--- config.mk ---
export PLATFORM = sky130hd
export DESIGN_NAME = key_event_gen_flat
export DESIGN_NICKNAME = d
export VERILOG_FILES = /design/src/rtl/key_event_gen_if.sv /design/src/rtl/key_event_gen.sv /design/src/flat_wrapper.sv
export SDC_FILE = /design/constraint.sdc
export NUM_CORES = 1
export LEC_CHECK = 0
export CAP_MARGIN = 20
export CORE_UTILIZATION = 25
export CTS_CLUSTER_DIAMETER = 30
export DETAILED_ROUTE_END_ITERATION = 6
export HOLD_SLACK_MARGIN = 0.02
export REMOVE_ABC_BUFFERS = 1
export SLEW_MARGIN = 5
export SYNTH_ARGS = -nofsm -noshare
export SYNTH_HDL_FRONTEND = slang
export SYNTH_SLANG_ARGS = --single-unit
--- constraint.sdc ---
create_clock -name clk_in -period 5.3 [get_ports clk_in]
set_clock_uncertainty 0.15 [all_clocks]
set_input_delay 1.59 -clock clk_in [delete_from_list [all_inputs] [get_ports clk_in]]
set_output_delay 1.59 -clock clk_in [all_outputs]
set_load 0.02 [all_outputs]
--- src/rtl/key_event_gen_if.sv ---
// Key event bundle: debounced level and repeat enable in, single-cycle key events out.
interface key_event_gen_if;
  logic db;
  logic repeat_en;
  logic press;
  logic rel;
  logic rep;
  logic evt;
  logic held;

  modport master (
    output db, repeat_en,
    input  press, rel, rep, evt, held
  );

  modport slave (
    input  db, repeat_en,
    output press, rel, rep, evt, held
  );
endinterface

--- src/rtl/key_event_gen.sv ---
// Turns a debounced key level into press/release pulses plus typematic auto-repeat pulses.
module key_event_gen #(
  parameter int unsigned TICK_MAX     = 999999,
  parameter int unsigned PRE_W        = 20,
  parameter int unsigned DELAY_TICKS  = 50,
  parameter int unsigned REPEAT_TICKS = 10,
  parameter int unsigned TCNT_W       = 8
) (
  input  logic            clk_in,
  input  logic            reset_n,
  key_event_gen_if.slave  key
);

  typedef enum logic [1:0] {IDLE, HELD, DELAY, REPEAT} state_t;

  state_t              state, state_d;
  logic                db_q;
  logic [PRE_W-1:0]    pre, pre_d;
  logic [TCNT_W-1:0]   tcnt, tcnt_d;
  logic                rise, fall, tick, rep_d;
  logic                press_q, rel_q, rep_q, evt_q;

  assign rise = key.db & ~db_q;
  assign fall = ~key.db & db_q;
  assign tick = (pre == PRE_W'(TICK_MAX));

  // Next state; release wins over disable, disable wins over a repeat tick.
  always_comb begin
    state_d = state;
    pre_d   = '0;
    tcnt_d  = tcnt;
    rep_d   = 1'b0;
    case (state)
      IDLE: begin
        if (rise) begin
          if (key.repeat_en) begin
            state_d = DELAY;
            tcnt_d  = '0;
          end else begin
            state_d = HELD;
          end
        end
      end
      HELD: begin
        if (fall) state_d = IDLE;
      end
      DELAY: begin
        if (fall) begin
          state_d = IDLE;
        end else if (!key.repeat_en) begin
          state_d = HELD;
        end else begin
          pre_d = tick ? '0 : pre + PRE_W'(1);
          if (tick) begin
            if (tcnt == TCNT_W'(DELAY_TICKS - 1)) begin
              rep_d   = 1'b1;
              state_d = REPEAT;
              tcnt_d  = '0;
            end else begin
              tcnt_d = tcnt + TCNT_W'(1);
            end
          end
        end
      end
      REPEAT: begin
        if (fall) begin
          state_d = IDLE;
        end else if (!key.repeat_en) begin
          state_d = HELD;
        end else begin
          pre_d = tick ? '0 : pre + PRE_W'(1);
          if (tick) begin
            if (tcnt == TCNT_W'(REPEAT_TICKS - 1)) begin
              rep_d  = 1'b1;
              tcnt_d = '0;
            end else begin
              tcnt_d = tcnt + TCNT_W'(1);
            end
          end
        end
      end
      default: state_d = IDLE;
    endcase
  end

  always_ff @(posedge clk_in or negedge reset_n) begin
    if (!reset_n) begin
      state <= IDLE;
      pre   <= '0;
      tcnt  <= '0;
      db_q  <= 1'b0;
    end else begin
      state <= state_d;
      pre   <= pre_d;
      tcnt  <= tcnt_d;
      db_q  <= key.db;
    end
  end

  // Event pulses, one cycle after the qualifying sample.
  always_ff @(posedge clk_in or negedge reset_n) begin
    if (!reset_n) begin
      press_q <= 1'b0;
      rel_q   <= 1'b0;
      rep_q   <= 1'b0;
      evt_q   <= 1'b0;
    end else begin
      press_q <= rise;
      rel_q   <= fall;
      rep_q   <= rep_d;
      evt_q   <= rise | rep_d;
    end
  end

  assign key.press = press_q;
  assign key.rel   = rel_q;
  assign key.rep   = rep_q;
  assign key.evt   = evt_q;
  assign key.held  = db_q;

endmodule

--- src/flat_wrapper.sv ---
// flat-port wrapper written by rule: the top's interface ports become plain ports
module key_event_gen_flat 
#(
  parameter int unsigned TICK_MAX     = 999999,
  parameter int unsigned PRE_W        = 20,
  parameter int unsigned DELAY_TICKS  = 50,
  parameter int unsigned REPEAT_TICKS = 10,
  parameter int unsigned TCNT_W       = 8
)
  (clk_in, reset_n, key_db, key_repeat_en, key_press, key_rel, key_rep, key_evt, key_held);
  key_event_gen_if key_i ();
  input  logic clk_in;
  input  logic reset_n;
  input wire logic [$bits(key_i.db)-1:0] key_db;
  input wire logic [$bits(key_i.repeat_en)-1:0] key_repeat_en;
  output wire logic [$bits(key_i.press)-1:0] key_press;
  output wire logic [$bits(key_i.rel)-1:0] key_rel;
  output wire logic [$bits(key_i.rep)-1:0] key_rep;
  output wire logic [$bits(key_i.evt)-1:0] key_evt;
  output wire logic [$bits(key_i.held)-1:0] key_held;
  assign key_i.db = key_db;
  assign key_i.repeat_en = key_repeat_en;
  assign key_press = key_i.press;
  assign key_rel = key_i.rel;
  assign key_rep = key_i.rep;
  assign key_evt = key_i.evt;
  assign key_held = key_i.held;
  key_event_gen #(.TICK_MAX(TICK_MAX), .PRE_W(PRE_W), .DELAY_TICKS(DELAY_TICKS), .REPEAT_TICKS(REPEAT_TICKS), .TCNT_W(TCNT_W)) u_core (.clk_in(clk_in), .reset_n(reset_n), .key(key_i));
endmodule
Yosys cells after proc, flatten, opt, wreduce, memory -nomap -nowiden --
Cells that the tools add are included.
Operators by class: bitwise logic cells 5, equality and inequality tests 18, mux-type cells 34, reductions and logical operators 5, add/subtract/negate cells 2
Operators with widths (count):
- two-way mux 20 bit | 4
- two-way mux 8 bit | 10
- case mux 8 bit (3 select lines) | 1
- adder 20 x 1 -> 20 bit (second input constant) | 1
- == test 20 bit (second input constant) | 1
- two-way mux 2 bit | 9
- != test 2 bit (second input constant) | 5
- AND reduction 9 bit | 1
- adder 8 x 1 -> 8 bit (second input constant) | 1
- == test 8 x 4 -> 1 bit (second input constant) | 1
- == test 8 x 6 -> 1 bit (second input constant) | 1
- two-way mux 1 bit | 8
- != test 2 x 1 -> 1 bit (second input constant) | 4
- != test 4 x 2 -> 1 bit (second input constant) | 2
- case mux 2 bit (4 select lines) | 1
- AND reduction 5 bit | 1
- == test 2 bit (second input constant) | 2
- != test 3 x 2 -> 1 bit (second input constant) | 1
- nonzero test 3 bit | 1
- bitwise AND 1 bit | 2
- == test 2 x 1 -> 1 bit (second input constant) | 1
- logical NOT 2 bit | 1
- NOT 1 bit | 2
- case mux 1 bit (2 select lines) | 1
- 2 further kinds | 2
Storage, ports and cells: output and inout port bits 5, register bits after elaboration 35

Longest topological paths before layout --
Gate-level depths: netlist of the first run.
depth after elaboration 7, mapped depth 7

Least setup slack after synthesis of the first run --
Ideal clock, no wire load.
path kind input port to flip-flop, from in key_repeat_en, to reg u_core.tcnt[7], path buffers 1, stages on the path 6, data required time 5032 ps, setup slack 2438 ps, arrival 2593 ps, library setup time 118 ps, cell sequence inv_1 -> a2111oi_4 -> a21oi_2 -> buf_6 -> a21o_1 -> a21o_1
Between the ends: cells in the longest elaborated chain, start to end 2, elaborated cells on any way between the ends 4
Ends and longest elaborated chain:
- start: declaration | RTL line flat_wrapper.sv:15 | input wire logic [$bits(key_i.repeat_en)-1:0] key_repeat_en;
- != test 2 bit (no source line)
- AND reduction 9 bit (no source line) (*)
- end signal: assignment | RTL line key_event_gen.sv:95 | tcnt <= tcnt_d;
- end: declaration | RTL line key_event_gen.sv:19 | logic [TCNT_W-1:0] tcnt, tcnt_d;
Mark *: on every way between the ends. The rest lies on a longest branch, timed or not. A chain may end at the register's enable or synchronous reset.

Worst setup path after layout of the first run --
from in key_repeat_en, to reg u_core.tcnt[4]
Same word-level chain as after synthesis.

==> results of run 1 <==
[where the power goes]
part | switching, W | internal, W | leakage (nW) | total [W]
Combinational | 0.0000215 | 0.0000166 | 0.316 | 0.0000381
Clock | 0.000101 | 0.0000923 | 0.0422 | 0.000193
Sequential | 0.0000112 | 0.000276 | 0.479 | 0.000287
[layout make-up]
cell class / instances / share of cell area [%]
clock buffer: 7 / 3.74
clock inverter: 1 / 0.245
inverter: 8 / 1.47
multi-input combinational: 136 / 41.4
sequential: 35 / 42.9
tap: 96 / 5.89
timing repair buffer: 9 / 4.29
[kinds of logic after synthesis]
| logic type | Yosys count | share of synthesized area (%) |
|---|---|---|
| simple gates | 90 | 26.4 |
| flops | 35 | 49.5 |
| compound gates | 24 | 9.84 |
| xor+xnor | 18 | 8.92 |
| buf+inv | 10 | 2.62 |
| fa+ha+maj | 3 | 2.12 |
| mux | 1 | 0.566 |
[flip-flops by register name, indices dropped and copies added (netlist names)]
signal and cells:
u_core.key.rep 1, u_core.key.press 1, u_core.state 2, u_core.pre 20, u_core.key.evt 1, u_core.key.rel 1, u_core.tcnt 8, u_core.key.held 1
[how the worst max path moves through the flow]
| stage | to | slack (ns) | start | depth (start not counted) |
|---|---|---|---|---|
| floorplan | u_core.tcnt[4] | 2.45 | key_repeat_en | 5 |
| global placement | u_core.tcnt[4] | 1.77 | key_repeat_en | 6 |
| detailed placement | u_core.tcnt[4] | 1.74 | key_repeat_en | 6 |
| CTS | u_core.tcnt[4] | 2.05 | key_repeat_en | 6 |
| global route | u_core.pre[0] | 1.88 | key_db | 5 |
| finish | u_core.tcnt[4] | 2.04 | key_repeat_en | 6 |
[cells in the final DEF, fill, tap and decap left out, types with 2 or more instances in the layout]
cell type and instances:
sky130_fd_sc_hd__xor2_1 8, sky130_fd_sc_hd__dfrtp_1 35, sky130_fd_sc_hd__o21ai_0 7, sky130_fd_sc_hd__nand4_1 7, sky130_fd_sc_hd__nor4_1 3, sky130_fd_sc_hd__xnor2_1 10, sky130_fd_sc_hd__clkdlybuf4s50_1 8, sky130_fd_sc_hd__nor2_1 30
sky130_fd_sc_hd__nor4bb_1 2, sky130_fd_sc_hd__nor3_1 6, sky130_fd_sc_hd__and3_1 5, sky130_fd_sc_hd__clkbuf_8 5, sky130_fd_sc_hd__a21o_2 2, sky130_fd_sc_hd__a21o_1 3, sky130_fd_sc_hd__clkbuf_1 2, sky130_fd_sc_hd__inv_1 8
sky130_fd_sc_hd__a21oi_1 6, sky130_fd_sc_hd__nand2b_1 2, sky130_fd_sc_hd__nand2_1 15, sky130_fd_sc_hd__ha_1 3, sky130_fd_sc_hd__nand3_1 11
[worst max-delay path, stage by stage]
cell                              delay [ns]
sky130_fd_sc_hd__clkdlybuf4s50_1        0.54
sky130_fd_sc_hd__inv_1                  0.11
sky130_fd_sc_hd__a2111oi_4              0.44
sky130_fd_sc_hd__a21oi_2                0.22
sky130_fd_sc_hd__a21o_2                 0.23
sky130_fd_sc_hd__a21o_1                 0.17
[through the flow]
| step | cells | setup WS, ns | hold slack (ns) | utilization (%) | area (um2) |
|---|---|---|---|---|---|
| floorplan | 179 | 2.45 | 0.305 | - | 1750 |
| detailed placement | 284 | 1.74 | 0.333 | 28.8 | 1960 |
| global placement | 284 | 1.77 | 0.326 | 28.8 | 1960 |
| finish | 292 | 2.04 | 0.344 | 30.0 | 2040 |
| global route | 292 | 1.88 | 0.382 | 30.0 | 2040 |
| CTS | 292 | 2.05 | 0.343 | 30.0 | 2040 |
[layer usage]
layer / up-vias / routed length (um)
met5: - / 0
met4: 0 / 88
met3: 8 / 115
met2: 21 / 1510
met1: 634 / 1680
li1: 656 / -
==> metrics.txt, run 1 <==
data arrival time of the critical path=~3.3 ns; number of placed I/O pins=9; ANT cells=0; height of the chip=around 86 um; Final Slew Violations=0; FF-to-FF End=u_core.pre[6]; layout overhead on the synthesized area=15.4%; P per Cell Area=254 mW/mm2; count of input and output buffers=8; area of the core=0.00679 mm2; hold violation total from the final report=0; dominant cells by area after synthesis=sky130_fd_sc_hd__dfrtp_1 (50%), sky130_fd_sc_hd__nor2_1 (6.4%), sky130_fd_sc_hd__xnor2_1 (5.0%), sky130_fd_sc_hd__xor2_1 (4.0%), sky130_fd_sc_hd__nand2_1 (3.2%); worst hold path depth=1; count of antenna-violating nets left after detailed routing=0; setup repair after global routing missed its margin=false; Die X=86.1 um; max_slew headroom=50.3%; number of distinct library cells after synthesis=36; Final TNS setup=0 ns; Post-synth top cells=sky130_fd_sc_hd__dfrtp_1 (35), sky130_fd_sc_hd__nor2_1 (30), sky130_fd_sc_hd__nand2_1 (15), sky130_fd_sc_hd__nand3_1 (11), sky130_fd_sc_hd__xnor2_1 (10); start point of the worst min-delay path=u_core.pre[0]; highest clock frequency the design can meet=307 MHz; transition time of the tightest slew-check pin=0.744 ns; number of antenna violations at the first check in global routing=0; leading cell type by number of instances after synthesis=sky130_fd_sc_hd__dfrtp_1; placer congestion estimate=0.815; area used by multi-input combinational logic=846 um2; startpoint type of the worst setup path=input port; type of the most critical hold path=reg -> reg; area taken by flip-flops and latches=876 um2; number of iterations in the first detailed-routing pass=4; largest net degree at the start of global routing=36; wire length reported by the detailed router=3390 um; share of Yosys cell area claimed by the top area cell type=49.5%; H-tree depth=2; Mapped Avg Cell Area=9.77 um2; R2R Setup Slk=about 2.7 ns; Clk Tree Root Cell=sky130_fd_sc_hd__clkbuf_8; HPWL after DPL=2330 um; Worst IR Drop VDD=about 0.11 mV; total power after layout=0.000519 W; busiest grt layer=met2; # clock sinks=35; Total GRT Usage=about 11%; Hold-fix buffers, CTS=0; number of nets in the finished design=roughly 200; depth of the worst register-to-register path=6; result of the run=finished, final reports clean; met2 demand-to-capacity share in global routing=15.7%; FILL cells=721; number of cells upsized or downsized after cts=0; post-route DRC violation count=0; met3 capacity usage during global routing=under 10%; number of flops mapped to enable cells by yosys=0; vias in the first global route=between 1000 and 1500; number of warning messages in the yosys log=0; Die Outline Area=approximately 0.0074 mm2; required time at the endpoint of the critical path=5.34 ns; maximum clock path buffer count=2; Clock transition at path regs=0.07 ns; layout cell share with drive strength beyond 1=7.14%; number of max-cap violations=0; crit path capture type=flip-flop; static power due to leakage=0.837 nW; Seq cells post-synth=35; category of the most critical setup path=in -> reg; Hold EP=u_core.pre[0]; worst r2r src=u_core.pre[0]; Initial DRC Count=roughly 110; Worst-Skew Late Latency=around 0.30 ns; average vias per placed instance=4.52; clock tree from TritonCTS=done; Top FF cell, synth=sky130_fd_sc_hd__dfrtp_1; aggregate global routing overflow=0; critical-path maximum fanout=11; share of flip-flops with an asynchronous set or reset after synthesis=100%; cell row count=30; effective utilization at floorplan=26.0%; Avg WL per Cell=11.6 um; total clock buffers created by CTS=5; final clock period utilization by the worst path=61.5%; Setup violations, final=0; Setup Buffers After CTS=0; synthesized instance count=181; global-route wire length before repair=6080 um; post-synthesis cell type with the largest combined area=sky130_fd_sc_hd__dfrtp_1; GRT met1 Usage=14.0%; Final min period=3.26 ns; Netlist Area Pre-Place=between 0.0015 and 0.002 mm2; sequential share of the synthesized area=49.5%; total number of vias=roughly 1300
(Power assumes the default switching activity.)
==> inputs of run 2 (changes only) <==
==> constraint.sdc (replaced) <==
create_clock -name clk_in -period 2.81 [get_ports clk_in]
set_clock_uncertainty 0.15 [all_clocks]
set_input_delay 0.843 -clock clk_in [delete_from_list [all_inputs] [get_ports clk_in]]
set_output_delay 0.843 -clock clk_in [all_outputs]
set_load 0.02 [all_outputs]
==> run 2 against run 1 <==
  * Critical endpoint unchanged
  * Non-clock buffer count increased by 4
  * Register-to-register slack got worse by 2.2 ns
  * Critical path type unchanged
  * Global-route usage decreased by 0.40 points
  * Final cell count increased by 1.4%
  * Die area unchanged
  * Power increased by 87%
  * Clock power increased by 82%
  * Utilization increased by 0.44 points
  * Routed wire length about the same
==> metrics.txt, run 2 (synthesis gave the netlist of run 1 again) <==
result of the run=finished, final reports clean; crit path capture type=flip-flop; # clock sinks=35 (unchanged); Worst IR Drop VDD=0.176 mV (+62%); type of the most critical hold path=reg -> reg; largest registers=u_core.pre x20, u_core.tcnt x8, u_core.state x2; count of input and output buffers=8 (unchanged); leading cell types in the layout, fill and taps excluded=sky130_fd_sc_hd__dfrtp_1 (35), sky130_fd_sc_hd__nor2_1 (30), sky130_fd_sc_hd__nand2_1 (15); effective utilization at floorplan=26.0% (unchanged); highest clock frequency the design can meet=roughly 420 MHz; final clock period utilization by the worst path=84.4%; required time at the endpoint of the critical path=2.84 ns (-2.50 ns); Final Util=30.5% (+0.44 points); data arrival time of the critical path=2.40 ns (-0.90 ns); Worst-Skew Late Latency=0.28 ns (-0.02 ns); Final min period=2.37 ns; FILL cells=707 (-1.9%); average vias per placed instance=4.43 (-2.0%); global-route wire length before repair=6100 um (+0.35%); Clock transition at path regs=0.07 ns (about the same); height of the chip=86.1 um (unchanged); Total GRT Usage=10.4% (-0.40 points); category of the most critical setup path=in -> reg; total number of vias=1310 (-0.68%); number of nets in the finished design=206 (+2.0%); area taken by flip-flops and latches=876 um2 (unchanged); Final Cell Area=0.00207 mm2 (+1.5%); max_slew headroom=59.7% (+9.5 points); layout overhead on the synthesized area=17.1%; Setup violations, final=0 (unchanged); largest net degree at the start of global routing=36 (unchanged); area used by multi-input combinational logic=846 um2 (unchanged); leading cell type in the layout, fill and taps excluded=sky130_fd_sc_hd__dfrtp_1; Final TNS setup=0 ns (unchanged); Initial DRC Count=51 (-53%); startpoint type of the worst setup path=input port; transition time of the tightest slew-check pin=0.598 ns (-0.145 ns); critical-path maximum fanout=11 (unchanged); total clock buffers created by CTS=5 (unchanged); setup repair after global routing missed its margin=false; flip-flop count of the largest register, all copies and words added=20 (unchanged); final cell count without fillers=296 (+1.4%); placed cell area=0.00199 mm2 (+1.5%); placer congestion estimate=0.765 (-6.1%); number of cells upsized or downsized after cts=0 (unchanged); wire length reported by the detailed router=3390 um (about the same); Final Slew Violations=0 (unchanged); number of iterations in the first detailed-routing pass=4 (unchanged); Die Outline Area=0.00741 mm2 (unchanged); area of the core=0.00679 mm2 (unchanged); Avg WL per Cell=11.5 um (-1.4%); H-tree depth=2 (unchanged); post-route DRC violation count=0 (unchanged); clock tree from TritonCTS=done; vias in the first global route=1341 (+4.9%); Setup Buffers After CTS=0 (unchanged); hold violation total from the final report=0 (unchanged); ANT cells=0 (unchanged); worst-case hold slack=0.346 ns (+0.00226 ns); HPWL after DPL=2380 um (+1.9%); count of antenna-violating nets left after detailed routing=0 (unchanged); register with the highest flop count=u_core.pre; number of cells in the design after placement=288 (+1.4%); number of max-cap violations=0 (unchanged); number of placed I/O pins=9 (unchanged); Clk Tree Root Cell=sky130_fd_sc_hd__clkbuf_8; Hold-fix buffers, CTS=0 (unchanged); static power due to leakage=0.856 nW (+2.3%); aggregate global routing overflow=0 (unchanged); layout cell share with drive strength beyond 1=9.00% (+1.9 points); maximum clock path buffer count=2 (unchanged); number of antenna violations at the first check in global routing=0 (unchanged); P per Cell Area=468 mW/mm2 (+84%); cell row count=30 (unchanged); Die X=86.1 um (unchanged)
## run 2: changes by cell type in the layout (fill, tap and decap cells not counted), sizes merged
| cell | change |
|---|---|
| buf | +4 |
## run 2: worst paths after layout
path | slack (ns) | start | cells after the start | endpoint
max reg2reg | 0.52 | u_core.tcnt[1] | 7 | u_core.tcnt[4]
min in group asynchronous | 0.81 | reset_n | 2 | u_core.key.evt
min | 0.35 | u_core.pre[0] | 1 | u_core.pre[0]
min reg2reg | 0.35 | u_core.pre[0] | 1 | u_core.pre[0]
max in group asynchronous | 1.37 | reset_n | 2 | u_core.pre[13]
max | 0.44 | key_db | 6 | u_core.tcnt[4]
## run 2: final cells by class
class / count / share of cell area [%]
clock buffers: 7 / 3.69
clock inverters: 1 / 0.242
inverters: 8 / 1.45
multi-input cells: 136 / 40.8
flip-flops and latches: 35 / 42.3
well taps: 96 / 5.80
repair buffers: 13 / 5.68
## run 2: critical path: stages
cell and delay (ns):
sky130_fd_sc_hd__clkdlybuf4s50_1 0.51, sky130_fd_sc_hd__nand2b_1 0.11, sky130_fd_sc_hd__nor4_1 0.35, sky130_fd_sc_hd__a21oi_2 0.18
sky130_fd_sc_hd__a21o_2 0.23, sky130_fd_sc_hd__a21o_1 0.17
## run 2: report_power, final
group / total, W / switching (W) / leakage, nW / internal [W]
combinational: 0.0000760 / 0.0000424 / 0.335 / 0.0000336
sequential: 0.000542 / 0.0000208 / 0.479 / 0.000521
clock: 0.000352 / 0.000178 / 0.0422 / 0.000174
total: 0.000969 / 0.000241 / 0.856 / 0.000728
## run 2: metrics by stage
stage | setup slack, ns | total power (W)
6_report | 0.438 | 0.000969
3_5_place_dp | 0.126 | 0.000628
2_1_floorplan | 0.692 | 0.000589
3_3_place_gp | 0.160 | 0.000628
4_1_cts | 0.439 | 0.000982
5_1_grt | 0.313 | 0.00102
## run 2: routing by layer
layer / vias up / global-route usage [%] / wire, um
met4: 0 / 3.64 / 32
met1: 617 / 13.5 / 1670
met3: 2 / 2.89 / 124
li1: 667 / - / -
met2: 24 / 16.6 / 1560
met5: - / 0 / 0
